<file path="config.mk">
export PLATFORM = sky130hd
export DESIGN_NAME = alu_issue_ctrl
export DESIGN_NICKNAME = d
export VERILOG_FILES = /design/src/rtl/alu_issue_pkg.sv /design/src/rtl/alu_issue_decode.sv /design/src/rtl/alu_issue_ctrl.sv
export SDC_FILE = /design/constraint.sdc
export NUM_CORES = 1
export LEC_CHECK = 0
export BUFFER_PORTS_ARGS = -buffer_cell sky130_fd_sc_hd__buf_2
export CORE_ASPECT_RATIO = 1.1
export CORE_UTILIZATION = 45
export CTS_CLUSTER_DIAMETER = 40
export DETAILED_ROUTE_END_ITERATION = 12
export PLACE_DENSITY = 0.85
export SYNTH_ARGS = -nofsm -noshare
export SYNTH_HDL_FRONTEND = slang
export SYNTH_HIERARCHICAL = 1
export SYNTH_SLANG_ARGS = --single-unit
</file>
<file path="constraint.sdc">
create_clock -name Clock -period 2.2 [get_ports Clock]
set_clock_uncertainty 0.2 [all_clocks]
set_input_delay 0.22 -clock Clock [delete_from_list [all_inputs] [get_ports Clock]]
set_output_delay 0.22 -clock Clock [all_outputs]
set_load 0.01 [all_outputs]
</file>
<file path="src/rtl/alu_issue_pkg.sv">
// Shared types and constants for the ALU issue controller.
// Field layout of an instruction: [opc | ra | rb | rd], rd in the low bits.
package alu_issue_pkg;

  localparam int DATA_W_DEF  = 16;
  localparam int ADDR_W_DEF  = 4;
  localparam int OPC_W_DEF   = 4;
  localparam int INSTR_W_DEF = OPC_W_DEF + 3 * ADDR_W_DEF;

  localparam int RD_LSB  = 0;
  localparam int RB_LSB  = ADDR_W_DEF;
  localparam int RA_LSB  = 2 * ADDR_W_DEF;
  localparam int OPC_LSB = 3 * ADDR_W_DEF;

  // First opcode value with no ALU function behind it
  localparam int ILLEGAL_MIN = 8;

  typedef enum logic [2:0] {
    IDLE  = 3'd0,
    READ  = 3'd1,
    EXEC  = 3'd2,
    WRITE = 3'd3,
    ERR   = 3'd4
  } state_t;

  typedef enum logic [2:0] {
    OP_CLR  = 3'd0,
    OP_ADD  = 3'd1,
    OP_SUB  = 3'd2,
    OP_PASS = 3'd3,
    OP_XOR  = 3'd4,
    OP_OR   = 3'd5,
    OP_AND  = 3'd6,
    OP_INC  = 3'd7
  } opcode_t;

endpackage

</file>
<file path="src/rtl/alu_issue_decode.sv">
// Combinational instruction field splitter: opcode -> ALU select plus an
// illegal flag for opcodes outside the ALU function range.
module alu_issue_decode
  import alu_issue_pkg::*;
#(
  parameter int ADDR_W = ADDR_W_DEF,
  parameter int OPC_W  = OPC_W_DEF
) (
  input  logic [OPC_W+3*ADDR_W-1:0] instr,
  output opcode_t                   sel,
  output logic [ADDR_W-1:0]         ra,
  output logic [ADDR_W-1:0]         rb,
  output logic [ADDR_W-1:0]         rd,
  output logic                      illegal
);

  localparam int RD_POS  = 0;
  localparam int RB_POS  = ADDR_W;
  localparam int RA_POS  = 2 * ADDR_W;
  localparam int OPC_POS = 3 * ADDR_W;

  logic [OPC_W-1:0] opc;

  assign opc     = instr[OPC_POS +: OPC_W];
  assign ra      = instr[RA_POS +: ADDR_W];
  assign rb      = instr[RB_POS +: ADDR_W];
  assign rd      = instr[RD_POS +: ADDR_W];
  assign sel     = opcode_t'(opc[2:0]);
  assign illegal = (opc >= OPC_W'(ILLEGAL_MIN));

endmodule

</file>
<file path="src/rtl/alu_issue_ctrl.sv">
// Issue controller: accepts one instruction, reads operands, drives the ALU and
// writes back the result. Optional flag outputs are enabled by ALU_ISSUE_FLAGS_EN.
module alu_issue_ctrl
  import alu_issue_pkg::*;
#(
  parameter int DATA_W = DATA_W_DEF,
  parameter int ADDR_W = ADDR_W_DEF,
  parameter int OPC_W  = OPC_W_DEF
) (
  input  logic                      Clock,
  input  logic                      ResetN,
  input  logic                      InstrValid,
  input  logic [OPC_W+3*ADDR_W-1:0] Instr,
  output logic                      InstrReady,
  output logic [ADDR_W-1:0]         RaAddr,
  output logic [ADDR_W-1:0]         RbAddr,
  input  logic [DATA_W-1:0]         RaData,
  input  logic [DATA_W-1:0]         RbData,
  output logic [DATA_W-1:0]         AluA,
  output logic [DATA_W-1:0]         AluB,
  output logic [2:0]                AluSel,
  input  logic [DATA_W-1:0]         AluQ,
  output logic                      WrEn,
  output logic [ADDR_W-1:0]         WrAddr,
  output logic [DATA_W-1:0]         WrData,
  output logic                      Done,
  output logic                      IllegalOp
`ifdef ALU_ISSUE_FLAGS_EN
  ,
  output logic                      ZeroFlag,
  output logic                      NegFlag
`endif
);

  state_t              state_reg;
  state_t              state_next;
  opcode_t             sel_reg;
  logic [ADDR_W-1:0]   ra_reg;
  logic [ADDR_W-1:0]   rb_reg;
  logic [ADDR_W-1:0]   rd_reg;
  logic [DATA_W-1:0]   op_a_reg;
  logic [DATA_W-1:0]   op_b_reg;
  logic [DATA_W-1:0]   result_reg;

  opcode_t             dec_sel;
  logic [ADDR_W-1:0]   dec_ra;
  logic [ADDR_W-1:0]   dec_rb;
  logic [ADDR_W-1:0]   dec_rd;
  logic                dec_illegal;
  logic                accept;

  alu_issue_decode #(
    .ADDR_W (ADDR_W),
    .OPC_W  (OPC_W)
  ) u_decode (
    .instr   (Instr),
    .sel     (dec_sel),
    .ra      (dec_ra),
    .rb      (dec_rb),
    .rd      (dec_rd),
    .illegal (dec_illegal)
  );

  assign accept = InstrValid && (state_reg == IDLE);

  always_ff @(posedge Clock or negedge ResetN) begin
    if (!ResetN) begin
      state_reg <= IDLE;
    end else begin
      state_reg <= state_next;
    end
  end

  always_comb begin
    state_next = state_reg;
    case (state_reg)
      IDLE:    if (accept) state_next = dec_illegal ? ERR : READ;
      READ:    state_next = EXEC;
      EXEC:    state_next = WRITE;
      WRITE:   state_next = IDLE;
      ERR:     state_next = IDLE;
      default: state_next = IDLE;
    endcase
  end

  always_comb begin
    InstrReady = 1'b0;
    AluSel     = 3'd0;
    WrEn       = 1'b0;
    Done       = 1'b0;
    IllegalOp  = 1'b0;
    case (state_reg)
      IDLE:  InstrReady = 1'b1;
      EXEC:  AluSel     = sel_reg;
      WRITE: begin
        WrEn = 1'b1;
        Done = 1'b1;
      end
      ERR: begin
        Done      = 1'b1;
        IllegalOp = 1'b1;
      end
      default: ;
    endcase
  end

  // Operands are captured in READ, so ra/rb == rd still sees the old value.
  always_ff @(posedge Clock or negedge ResetN) begin
    if (!ResetN) begin
      sel_reg    <= OP_CLR;
      ra_reg     <= '0;
      rb_reg     <= '0;
      rd_reg     <= '0;
      op_a_reg   <= '0;
      op_b_reg   <= '0;
      result_reg <= '0;
    end else begin
      if (accept) begin
        sel_reg <= dec_sel;
        ra_reg  <= dec_ra;
        rb_reg  <= dec_rb;
        rd_reg  <= dec_rd;
      end
      if (state_reg == READ) begin
        op_a_reg <= RaData;
        op_b_reg <= RbData;
      end
      if (state_reg == EXEC) begin
        result_reg <= AluQ;
      end
    end
  end

  assign RaAddr = ra_reg;
  assign RbAddr = rb_reg;
  assign AluA   = op_a_reg;
  assign AluB   = op_b_reg;
  assign WrAddr = rd_reg;
  assign WrData = result_reg;

`ifdef ALU_ISSUE_FLAGS_EN
  logic zero_reg;
  logic neg_reg;

  always_ff @(posedge Clock or negedge ResetN) begin
    if (!ResetN) begin
      zero_reg <= 1'b0;
      neg_reg  <= 1'b0;
    end else if (state_reg == WRITE) begin
      zero_reg <= (result_reg == '0);
      neg_reg  <= result_reg[DATA_W-1];
    end
  end

  assign ZeroFlag = zero_reg;
  assign NegFlag  = neg_reg;
`endif

endmodule

</file>
## Yosys cells after proc, flatten, opt, wreduce, memory -nomap -nowiden

Index checks and enable logic that the tools add are counted.

| storage, ports and cells | value |
|---|---|
| register bits after elaboration | 66 |
| input bits | 67 |
| output and inout bits | 67 |
| logic and storage cells | 25 |

| operators by class | value |
|---|---|
| $lt $le $gt $ge | 1 |
| eq/ne operators | 5 |
| multiplexer cells | 8 |
| reduce and logical (&&, ||, !) cells | 3 |

Operators by type and width:

| operator | number |
|---|---|
| 2-to-1 mux 3 bit | 3 |
| one-hot mux 3 bit (3 select lines) | 1 |
| equality test 3 x 2 -> 1 bit (second input constant) | 2 |
| greater-or-equal comparator 4 bit (second input constant) | 1 |
| 2-to-1 mux 1 bit | 4 |
| equality test 3 x 1 -> 1 bit (second input constant) | 1 |
| equality test 3 bit (second input constant) | 1 |
| zero test 3 bit | 1 |
| != test 2 bit (second input constant) | 1 |
| OR reduction 2 bit | 1 |
| logical AND 1 bit | 1 |

## Depth between registers and ports, before layout

Gate-level depths: netlist (run 1).

| depth | value |
|---|---|
| depth after elaboration | 4 |
| depth in mapped cells | 5 |
| mapped depth without buffers | 2 |

## Hierarchy

Netlist (run 1), hierarchy kept.

Modules (own cells, without submodules):

| module | instances | cells an instance | area each (um^2) |
|---|---|---|---|
| alu_issue_ctrl | 1 | 154 | 2597.5 |
| alu_issue_decode | 1 | 16 | 116.4 |

## Worst setup path after synthesis (run 1)

OpenSTA, ideal clock, no wires.

| timing path | value |
|---|---|
| path kind | flip-flop to flip-flop |
| from | register state_reg[1] |
| to | register ra_reg[0] (netlist: RaAddr[0]) |
| library setup time | 0.125 ns |
| data arrival time | 1.420 ns |
| slack | 0.455 ns |
| cell stages (with the launch flop) | 5 |
| clock period less this slack | 1.745 ns |
| cell sequence | dfrtp_1 > buf_6 > nor4b_4 > buf_6 > mux2_4 |

| on the way | value |
|---|---|
| word-level cells in the longest chain between the ends | 2 |

RTL lines:

| element | RTL line | source |
|---|---|---|
| start: declaration | alu_issue_ctrl.sv:35 | `state_t state_reg;` |
| start signal: assignment | alu_issue_ctrl.sv:70 | `state_reg <= state_next;` |
| zero test 3 bit | alu_issue_ctrl.sv:64 | `assign accept = InstrValid && (state_reg == IDLE);` |
| logical AND 1 bit | alu_issue_ctrl.sv:64 |  |
| end signal: assignment | alu_issue_ctrl.sv:120 | `ra_reg <= dec_ra;` |
| end: declaration | alu_issue_ctrl.sv:38 | `logic [ADDR_W-1:0] ra_reg;` |

No other way between the ends.
A chain may end at the register's enable or synchronous reset.

## Worst setup path in the final report (run 1)

| timing path | value |
|---|---|
| from | register state_reg[0] |
| to | output port AluSel[1] |

| on the way | value |
|---|---|
| word-level cells in the longest chain between the ends | 2 |

RTL lines:

| element | RTL line | source |
|---|---|---|
| equality test 3 x 2 -> 1 bit | alu_issue_ctrl.sv:92 | `case (state_reg)` |
| 2-to-1 mux 3 bit | alu_issue_ctrl.sv:92 |  |
| end: declaration | alu_issue_ctrl.sv:21 | `output logic [2:0] AluSel,` |

No other way between the ends.

==> results of run 1 <==
## timing repair
action,4_1_cts,5_1_grt
hold buffers,66,0
setup endpoints to repair,0,3
gates resized for setup,0,1
setup buffers,0,0
hold endpoints to repair,92,0
## area by class of cell
| class | count | area [um^2] |
|---|---|---|
| sequential | 66 | 1653 |
| multi-input combinational | 79 | 884.6 |
| clock buffer | 11 | 141.4 |
| clock inverter | 3 | 17.52 |
| tap | 77 | 96.34 |
| timing repair buffer | 203 | 1381 |
| fill | 387 | 1632 |
## where the power goes
| part | switching, W | internal, W |
|---|---|---|
| clock | 0.000415 | 0.000423 |
| sequential | 0.000373 | 0.00185 |
| combinational | 0.00106 | 0.00140 |
| total | 0.00185 | 0.00367 |
## kinds of logic (layout without fill, tap and decap cells)
| logic type | count (synthesis) | after routing | synth area share, % |
|---|---|---|---|
| mux | 63 | 63 | 27.52 |
| xor+xnor | 1 | 1 | 0.3228 |
| compound gates | 1 | 1 | 0.2767 |
| simple gates | 14 | 14 | 4.057 |
| buf+inv | 25 | 217 | 6.961 |
| flops | 66 | 66 | 60.86 |
## worst min-delay path: stages
cell and delay (ns):
buf_2 0.10, nor2b_1 0.12, o21a_1 0.11
## path summary, 6_finish.rpt
path | end | slack, ns | cells after the start
worst min-delay path | state_reg[0]$_DFFE_PN0P_ | 0.06 | 3
min in group asynchronous | AluA[0]$_DFFE_PN0P_ | 0.26 | 2
max in group asynchronous | RbAddr[1]$_DFFE_PN0P_ | 0.91 | 3
worst max-delay path | AluSel[1] | 0.17 | 4
worst max register to register | RbAddr[2]$_DFFE_PN0P_ | 0.39 | 3
worst min register to register | WrData[15]$_DFFE_PN0N_ | 0.30 | 1
## per-layer routing
metal | part of all wire [%] | routed length, um
met2 | 51 | 3402
met5 | 0 | 0
met4 | 1.4 | 95
met1 | 40 | 2683
met3 | 7.0 | 468
## metrics by stage
step / std cells / area [um^2] / setup WS (ns) / hold slack, ns
2_1_floorplan: 170 / 2714 / 0.4546 / -0.2756
3_3_place_gp: 359 / 3353 / 0.4407 / 0.08217
3_5_place_dp: 359 / 3353 / 0.3784 / 0.08188
4_1_cts: 439 / 4173 / 0.08173 / 0.04222
5_1_grt: 439 / 4174 / 0.03258 / 0.06837
6_report: 439 / 4174 / 0.1660 / 0.05634
## cells in the final DEF, fill, tap and decap left out, types with 2 or more instances in the layout
cell and n:
clkinv_2 2, buf_4 2, dlygate4sd3_1 66, mux2_4 10
clkbuf_8 10, dfrtp_1 65, mux2_2 53, buf_2 133
nor2_1 2, buf_12 2, and2_1 3
==> impl_metrics.tcl, run 1 <==
set metrics [dict create \
    numCtsBuffers 9 \
    drt_first_iter_violations 29 \
    drt-wirelength-per-cell_um 15.15 \
    synthToLayoutAreaGrowth_pct 53.80 \
    htreeDepth 3 \
    clock-sinks 66 \
    critical_path_arrival_ns 1.61 \
    synth.area.top_cells "dfrtp_1 61%, mux2_2 22%, buf_4 5.8%, mux2_4 5.5%, nor4b_4 0.88%" \
    hold_viol 0 \
    die-area_mm2 0.006346 \
    critPathRequiredTime_ns 1.78 \
    grt_first_pass_wirelength_um 10920 \
    worst_slew_pin_slew_ns 0.6456 \
    ant_nets 0 \
    grt_use_total_pct 22.61 \
    drt_wl_total_um 6650 \
    synth_edf_count 0 \
    critPathKind "register to output port" \
    rsz0062_at_grt "no" \
    fp-row-count 29 \
    die_x_um 76.05 \
    outcome "completed" \
    start_util_pct 46.75 \
    hp-class "input port to register" \
    syn_area_per_cell_um2 15.96 \
    syn_area_mm2 0.002714 \
    place.gp.congestion 0.7090 \
    first_pass_iters 4 \
    postLayoutCoreUtil_pct 71.90 \
    yosysMostFrequentCell "dfrtp_1" \
    setup_viol 0 \
    fin_crit_ns 2.034 \
    cp-startpoint "state_reg[0]$_DFFE_PN0P_" \
    hpwl_um 3799 \
    hp-start "InstrValid" \
    drc 0 \
    fmax_mhz 491.6 \
    io_buffers 133 \
    synth_top_area_share_pct 60.86 \
    start_kind "register" \
    cts_root_buffer "clkbuf_8" \
    met2_usage_pct 40.91 \
    ys_warn_count 6 \
    p_per_area_mw_per_mm2 1321 \
    final.period_utilization_pct 92.45 \
    ir_worst_vdd_mv 0.7638 \
    final.setup.tns_ns 0 \
    drive_gt1_share_pct 60.22 \
    cpLargestDelayFamily "flip-flops" \
    slew_violations 0 \
    ys_types 19 \
    clk_latency_ns 0.32 \
    ys_async_sr_fraction_pct 100.0 \
    syn_inst 170 \
    crit_buf_inv 2 \
    path_clk_slew_ns 0.07 \
    pin_count 134 \
    grt_overflow 0 \
    slowest_stage "dfrtp_1" \
    yosys_register_bits 66 \
    die_h_um 83.45 \
    cts.path.max_buffers 2 \
    via_count 2026 \
    grt_max_degree 39 \
    vias_per_cell 4.615 \
    grtUsageMet1_pct 25.11 \
    max_stage_delay_ns 0.50 \
    n_antenna_cell 0 \
    relSlewSlack_pct 56.96 \
    yosysSeqAreaShare_pct 60.86 \
    worstPathMaxFanout 19 \
    synth_top_area_cell "dfrtp_1" \
    p_total_w 0.005515 \
    yosys-top-cells-count "66 x dfrtp_1, 53 x mux2_2, 21 x buf_4, 10 x mux2_4, 3 x and2_1" \
    antenna_found_initial 0 \
    final_nets 426 \
    ys.flop_type "dfrtp_1" \
    critPathCaptureType "output port" \
    core_area_mm2 0.005806 \
    use_met3_pct 5.246 \
    synthesis.nets 237 \
    crit-reg2reg-launch "state_reg[0]$_DFFE_PN0P_" \
    grt_pass1_vias 2291 \
    cp_cell_sequence "nor3b_2, buf_4, and2_1, buf_2" \
    power.leakage_nw 2.027 \
    cap_violations 0 \
    tritoncts "yes" \
    grt-busiest-layer "met2" \
]
No activity file was read; power rests on OpenSTA's default activity.
==> run 2, diff against run 1 <==
--- a/config.mk
+++ b/config.mk
@@ -5,12 +5,14 @@
 export SDC_FILE = /design/constraint.sdc
 export NUM_CORES = 1
 export LEC_CHECK = 0
+export ABC_AREA = 1
+export ABC_CLOCK_PERIOD_IN_PS = 2200
 export BUFFER_PORTS_ARGS = -buffer_cell sky130_fd_sc_hd__buf_2
 export CORE_ASPECT_RATIO = 1.1
-export CORE_UTILIZATION = 45
+export CORE_UTILIZATION = 46
 export CTS_CLUSTER_DIAMETER = 40
 export DETAILED_ROUTE_END_ITERATION = 12
-export PLACE_DENSITY = 0.85
+export PLACE_DENSITY = 0.86
 export SYNTH_ARGS = -nofsm -noshare
 export SYNTH_HDL_FRONTEND = slang
 export SYNTH_HIERARCHICAL = 1
==> impl_metrics.tcl, run 2 <==
set metrics [dict create \
    outcome "completed" \
    core_area_mm2 0.005806 \
    ant_nets 0 \
    p_sw_w 0.002211 \
    synthesis.nets 383 \
    fin_crit_ns 1.893 \
    drt-wirelength-per-cell_um 13.25 \
    worstPathMaxFanout 17 \
    final_nets 564 \
    clk_latency_ns 0.32 \
    synth.area.top_cells "dfrtp_1 59%, nand2_1 15%, nand3_1 8.6%, buf_4 4.6%, inv_1 3.1%" \
    die-area_mm2 0.006390 \
    grt_pass1_vias 2866 \
    syn_inst 316 \
    cap_violations 0 \
    ys.flop_type "dfrtp_1" \
    antenna_found_initial 0 \
    preCtsSetupSlack_ns 0.4651 \
    hpwl_um 4319 \
    relSlewSlack_pct 61.37 \
    drive_gt1_share_pct 32.07 \
    yosys-top-cells-count "115 x nand2_1, 66 x dfrtp_1, 48 x nand3_1, 23 x inv_1, 17 x buf_4" \
    die_h_um 83.74 \
    critPathKind "register to output port" \
    grt_max_degree 34 \
    ys_async_sr_fraction_pct 100.0 \
    yosysMostFrequentCell "nand2_1" \
    ys_warn_count 6 \
    synthToLayoutAreaGrowth_pct 51.81 \
    io_buffers 133 \
    fin_ws_ns 0.3072 \
    hp-class "input port to register" \
    fin_area_mm2 0.004242 \
    post_cts_buffers 0 \
    pin_count 134 \
    drt_wl_total_um 7672 \
    via_count 2773 \
    slowest_stage "dfrtp_1" \
    ys_types 19 \
    clock-sinks 66 \
    path_clk_slew_ns 0.07 \
    synth_top_area_cell "dfrtp_1" \
    syn_area_per_cell_um2 8.842 \
    critPathCaptureType "output port" \
    critical_path_arrival_ns 1.47 \
    numCtsBuffers 9 \
    drc 0 \
    setup_viol 0 \
    yosys_register_bits 66 \
    power.leakage_nw 2.398 \
    start_util_pct 48.13 \
    n_antenna_cell 0 \
    grt_use_total_pct 25.48 \
    final.setup.tns_ns 0 \
    rsz0062_at_grt "no" \
    die_x_um 76.31 \
    power_frac_clock_pct 18.6 \
    place.gp.congestion 0.7413 \
    grt_overflow 0 \
    htreeDepth 3 \
    synth_top_area_share_pct 59.11 \
    dpl_cell_area_mm2 0.003386 \
    pwr-share-comb_pct 42.4 \
    p_per_area_mw_per_mm2 1298 \
    start_kind "register" \
    cts_root_buffer "clkbuf_8" \
    swShare_pct 40.14 \
    critPathRequiredTime_ns 1.78 \
    p_seq_share_pct 39.0 \
    n_fill_cell 424 \
    yosysSeqAreaShare_pct 59.11 \
    intPower_w 0.003297 \
    first_pass_iters 7 \
    final.period_utilization_pct 86.04 \
    slew_violations 0 \
    synth_edf_count 0 \
    hold_viol 0 \
    layout_common_cells "133 x buf_2, 115 x nand2_1, 66 x dfrtp_1" \
    mostFrequentLayoutCell "buf_2" \
    cts.path.max_buffers 2 \
    fmax_mhz 528.3 \
    cp_cell_sequence "inv_1, nand2_2, nor2_4, buf_2" \
    syn_area_mm2 0.002794 \
    vias_per_cell 4.789 \
    tritoncts "yes" \
    grt_first_pass_wirelength_um 12790 \
    drt_first_iter_violations 156 \
    fp-row-count 29 \
    worst_slew_pin_slew_ns 0.5774 \
    ir_worst_vdd_mv 0.7090 \
    max_stage_delay_ns 0.45 \
]
==> run 2: changes by cell type in the layout (fill, tap and decap cells not counted), sizes merged, moves of 6 or more <==
cell,previous run,this run
inv,0,24
mux2,63,0
o21ai,0,16
nor2,2,8
nand2,0,117
nand3,0,50
==> run 2: repair_timing <==
action	in CTS	in global routing
resized for setup	0	0
hold endpoints to repair	85	0
endpoints found under the setup margin	0	0
hold buffers	65	0
==> run 2: metrics by stage <==
stage               hold slack, ns  utilization, %  instances  total power, W
floorplan                  -0.2756               -        316        0.003523
global placement           0.01154           58.32        498        0.004261
detailed placement         0.01628           58.32        498        0.004363
CTS                        0.08509           73.06        579        0.005494
global route                0.1103           73.06        579        0.005938
finish                      0.1064           73.06        579        0.005508
==> run 2: per-layer routing <==
layer / vias to the layer above / global-route usage (%) / part of all wire (%)
li1: 1329 / - / -
met1: 1301 / 30.40 / 40
met2: 125 / 43.82 / 51
met3: 18 / 5.464 / 6.8
met4: 0 / 11.89 / 2.6
met5: - / 0 / 0
==> run 2: critical path, delay by kind of cell (launching register included) <==
kind / cells / cell delay, ns
flip-flops: 1 / 0.45
AND/OR/NAND/NOR: 2 / 0.39
buffers and inverters: 2 / 0.31
==> run 2: power groups by stage <==
stage / clock [W] / combinational [W] / sequential [W]
4_1_cts: 0.00105 / 0.00231 / 0.00213
3_5_place_dp: 0 / 0.00223 / 0.00214
3_3_place_gp: 0 / 0.00214 / 0.00212
5_1_grt: 0.00111 / 0.00261 / 0.00222
2_1_floorplan: 0 / 0.00115 / 0.00238
6_report: 0.00102 / 0.00234 / 0.00215
==> run 2: final timing paths <==
kind | slack, ns | to | cells past startpoint | start
min | 0.11 | WrAddr[0]$_DFFE_PN0P_ | 3 | InstrValid
max reg2reg | 0.46 | AluB[6]$_DFFE_PN0P_ | 4 | state_reg[0]$_DFFE_PN0P_
min in group asynchronous | 0.19 | WrData[9]$_DFFE_PN0N_ | 2 | ResetN
min reg2reg | 0.27 | AluA[5]$_DFFE_PN0P_ | 2 | AluA[5]$_DFFE_PN0P_
max | 0.31 | InstrReady | 4 | state_reg[1]$_DFFE_PN0P_
max in group asynchronous | 0.91 | AluB[4]$_DFFE_PN0P_ | 3 | ResetN
==> run 2: final cells by class <==
type,instances,area (um^2),area share [%]
Sequential cell,66,1652,38.94
Timing Repair Buffer,203,1354,31.92
Multi-Input combinational cell,192,835.8,19.71
Clock buffer,12,155.1,3.658
Inverter,25,98.84,2.330
Tap cell,77,96.34,2.271
Clock inverter,4,50.05,1.180
==> run 2: cells by family (layout without fill, tap and decap cells) <==
group / count (synthesis) / in the layout / synth area share [%]
and+or+nand+nor: 175 / 175 / 26.82
DFF: 66 / 66 / 59.11
buffers and inverters: 58 / 244 / 10.97
AOI/OAI and AO/OA: 17 / 17 / 3.090
==> run 3, diff against run 2 <==
--- a/config.mk
+++ b/config.mk
@@ -9,11 +9,10 @@
 export ABC_CLOCK_PERIOD_IN_PS = 2200
 export BUFFER_PORTS_ARGS = -buffer_cell sky130_fd_sc_hd__buf_2
 export CORE_ASPECT_RATIO = 1.1
-export CORE_UTILIZATION = 46
+export CORE_UTILIZATION = 45
 export CTS_CLUSTER_DIAMETER = 40
 export DETAILED_ROUTE_END_ITERATION = 12
-export PLACE_DENSITY = 0.86
+export PLACE_DENSITY = 0.85
 export SYNTH_ARGS = -nofsm -noshare
 export SYNTH_HDL_FRONTEND = slang
-export SYNTH_HIERARCHICAL = 1
 export SYNTH_SLANG_ARGS = --single-unit
==> impl_metrics.tcl, run 3 <==
set metrics [dict create \
    outcome "completed" \
    crit_cells 5 \
    critPathRequiredTime_ns 1.78 \
    antenna_found_initial 0 \
    worstPathMaxFanout 34 \
    whs_ns 0.09803 \
    vias_per_cell 4.905 \
    power.leakage_nw 2.400 \
    drt_first_iter_violations 165 \
    die_h_um 82.90 \
    max_stage_delay_ns 0.46 \
    p_per_area_mw_per_mm2 1307 \
    fmax_mhz 508.3 \
    drt-wirelength-per-cell_um 14.14 \
    hold_buffers 65 \
    grt_first_pass_wirelength_um 12730 \
    syn_area_per_cell_um2 8.925 \
    hpwl_um 4210 \
    slew_violations 0 \
    n_antenna_cell 0 \
    cap_violations 0 \
    die-area_mm2 0.006263 \
    synthToLayoutAreaGrowth_pct 58.13 \
    synthesis.nets 367 \
    seq_area_mm2 0.001652 \
    hp-class "input port to register" \
    start_kind "register" \
    slowest_stage "dfrtp_1" \
    yosys-top-cells-count "115 x nand2_1, 66 x dfrtp_1, 48 x nand3_1, 23 x inv_1, 15 x o21ai_0" \
    reg2regPathDepth 4 \
    grt_max_degree 35 \
    syn_area_mm2 0.002678 \
    yosys_register_bits 66 \
    multi_input_area_um2 835.8 \
    fp-row-count 29 \
    ys_types 19 \
    critPathKind "register to output port" \
    post_cts_buffers 0 \
    yosysSeqAreaShare_pct 61.68 \
    setup_viol 0 \
    layout_common_cells "133 x buf_2, 115 x nand2_1, 66 x dfrtp_1" \
    ir_worst_vdd_mv 0.8589 \
    clock-sinks 66 \
    relSlewSlack_pct 60.79 \
    worstHoldPathCells 3 \
    io_buffers 133 \
    pin_count 134 \
    grt_use_total_pct 27.56 \
    grt_overflow 0 \
    cts_root_buffer "clkbuf_8" \
    via_count 2840 \
    n_fill_cell 388 \
    synth_top_area_cell "dfrtp_1" \
    numCtsBuffers 9 \
    critical_path_arrival_ns 1.55 \
    grt_pass1_vias 2852 \
    synth_edf_count 0 \
    hold_viol 0 \
    fin_crit_ns 1.967 \
    die_x_um 75.55 \
    tritoncts "yes" \
    worst_slew_pin_slew_ns 0.5861 \
    cp_cell_sequence "inv_2, nand3_2, buf_4, nor2_1, buf_2" \
    synth.area.top_cells "dfrtp_1 62%, nand2_1 16%, nand3_1 9.0%, inv_1 3.2%, o21ai_0 2.8%" \
    place.gp.congestion 0.7326 \
    core_area_mm2 0.005769 \
    first_pass_iters 4 \
    drive_gt1_share_pct 31.67 \
    final_nets 564 \
    cpLargestDelayFamily "buffers and inverters" \
    final.setup.tns_ns 0 \
    path_clk_slew_ns 0.07 \
    ant_nets 0 \
    synth_top_area_share_pct 61.68 \
    htreeDepth 3 \
    ys.flop_type "dfrtp_1" \
    final.period_utilization_pct 89.42 \
    rsz0062_at_grt "no" \
    critPathCaptureType "output port" \
    syn_inst 300 \
    cts.path.max_buffers 2 \
    drc 0 \
    start_util_pct 46.41 \
    crit_buf_inv 3 \
    post_cts_resized 0 \
    ys_async_sr_fraction_pct 100.0 \
    clk_latency_ns 0.34 \
    drt_wl_total_um 8189 \
    mostFrequentLayoutCell "buf_2" \
    yosysMostFrequentCell "nand2_1" \
    ys_warn_count 0 \
]
## run 3: path summary, 6_finish.rpt
path / from / slack [ns] / endpoint
hold / removal: InstrValid / 0.1 / WrAddr[3]$_DFFE_PN0P_
setup / recovery: state_reg[2]$_DFFE_PN0P_ / 0.23 / AluSel[1]
hold reg to reg: AluA[2]$_DFFE_PN0N_ / 0.27 / AluA[2]$_DFFE_PN0N_
min in group asynchronous: ResetN / 0.22 / sel_reg[0]$_DFFE_PN0P_
max in group asynchronous: ResetN / 0.88 / AluA[11]$_DFFE_PN0N_
setup reg to reg: state_reg[2]$_DFFE_PN0P_ / 0.60 / AluB[15]$_DFFE_PN0N_
## run 3: worst register-to-register path, cell delays in order (launching register included)
cell and delay (ns):
dfrtp_1 0.46, nor2_4 0.17, nand2_2 0.37, nand2_1 0.21, nand2_1 0.07
## run 3: routing by layer
metal / wire length (um) / vias to the layer above / track usage, %
met5: 0 / - / 0
met4: 248 / 0 / 15.49
met3: 620 / 23 / 6.311
met2: 4221 / 151 / 46.83
met1: 3100 / 1334 / 30.76
li1: - / 1332 / -
## run 3: through the flow
stage,power [W],cell area (um^2),utilization [%],std cells,worst slack (ns)
after floorplan,0.003504,2678,-,300,0.7301
after detailed placement,0.004381,3386,58.69,498,0.6039
after global placement,0.004271,3386,58.69,498,0.6836
after global routing,0.005963,4234,73.39,579,0.1245
after CTS,0.005482,4234,73.39,579,0.2463
final,0.005534,4234,73.39,579,0.2328
## run 3: area by class of cell
cell class | instances | share of cell area, %
sequential | 66 | 39.01
timing repair buffer | 203 | 31.97
multi-input combinational | 192 | 19.74
clock buffer | 14 | 3.842
inverter | 25 | 2.335
tap | 77 | 2.275
clock inverter | 2 | 0.8274
## run 3: cell families (layout without fill, tap and decap cells)
group                  after synthesis  after routing  share of synthesized area (%)
and+or+nand+nor                    175            175                          27.99
DFF                                 66             66                          61.68
buffers and inverters               42            244                          7.102
AOI/OAI and AO/OA                   17             17                          3.224
## run 3: power breakdown
group	total, W	internal (W)	switching, W
logic	0.00237	0.000907	0.00146
clock network	0.00101	0.000585	0.000425
registers	0.00216	0.00181	0.000348
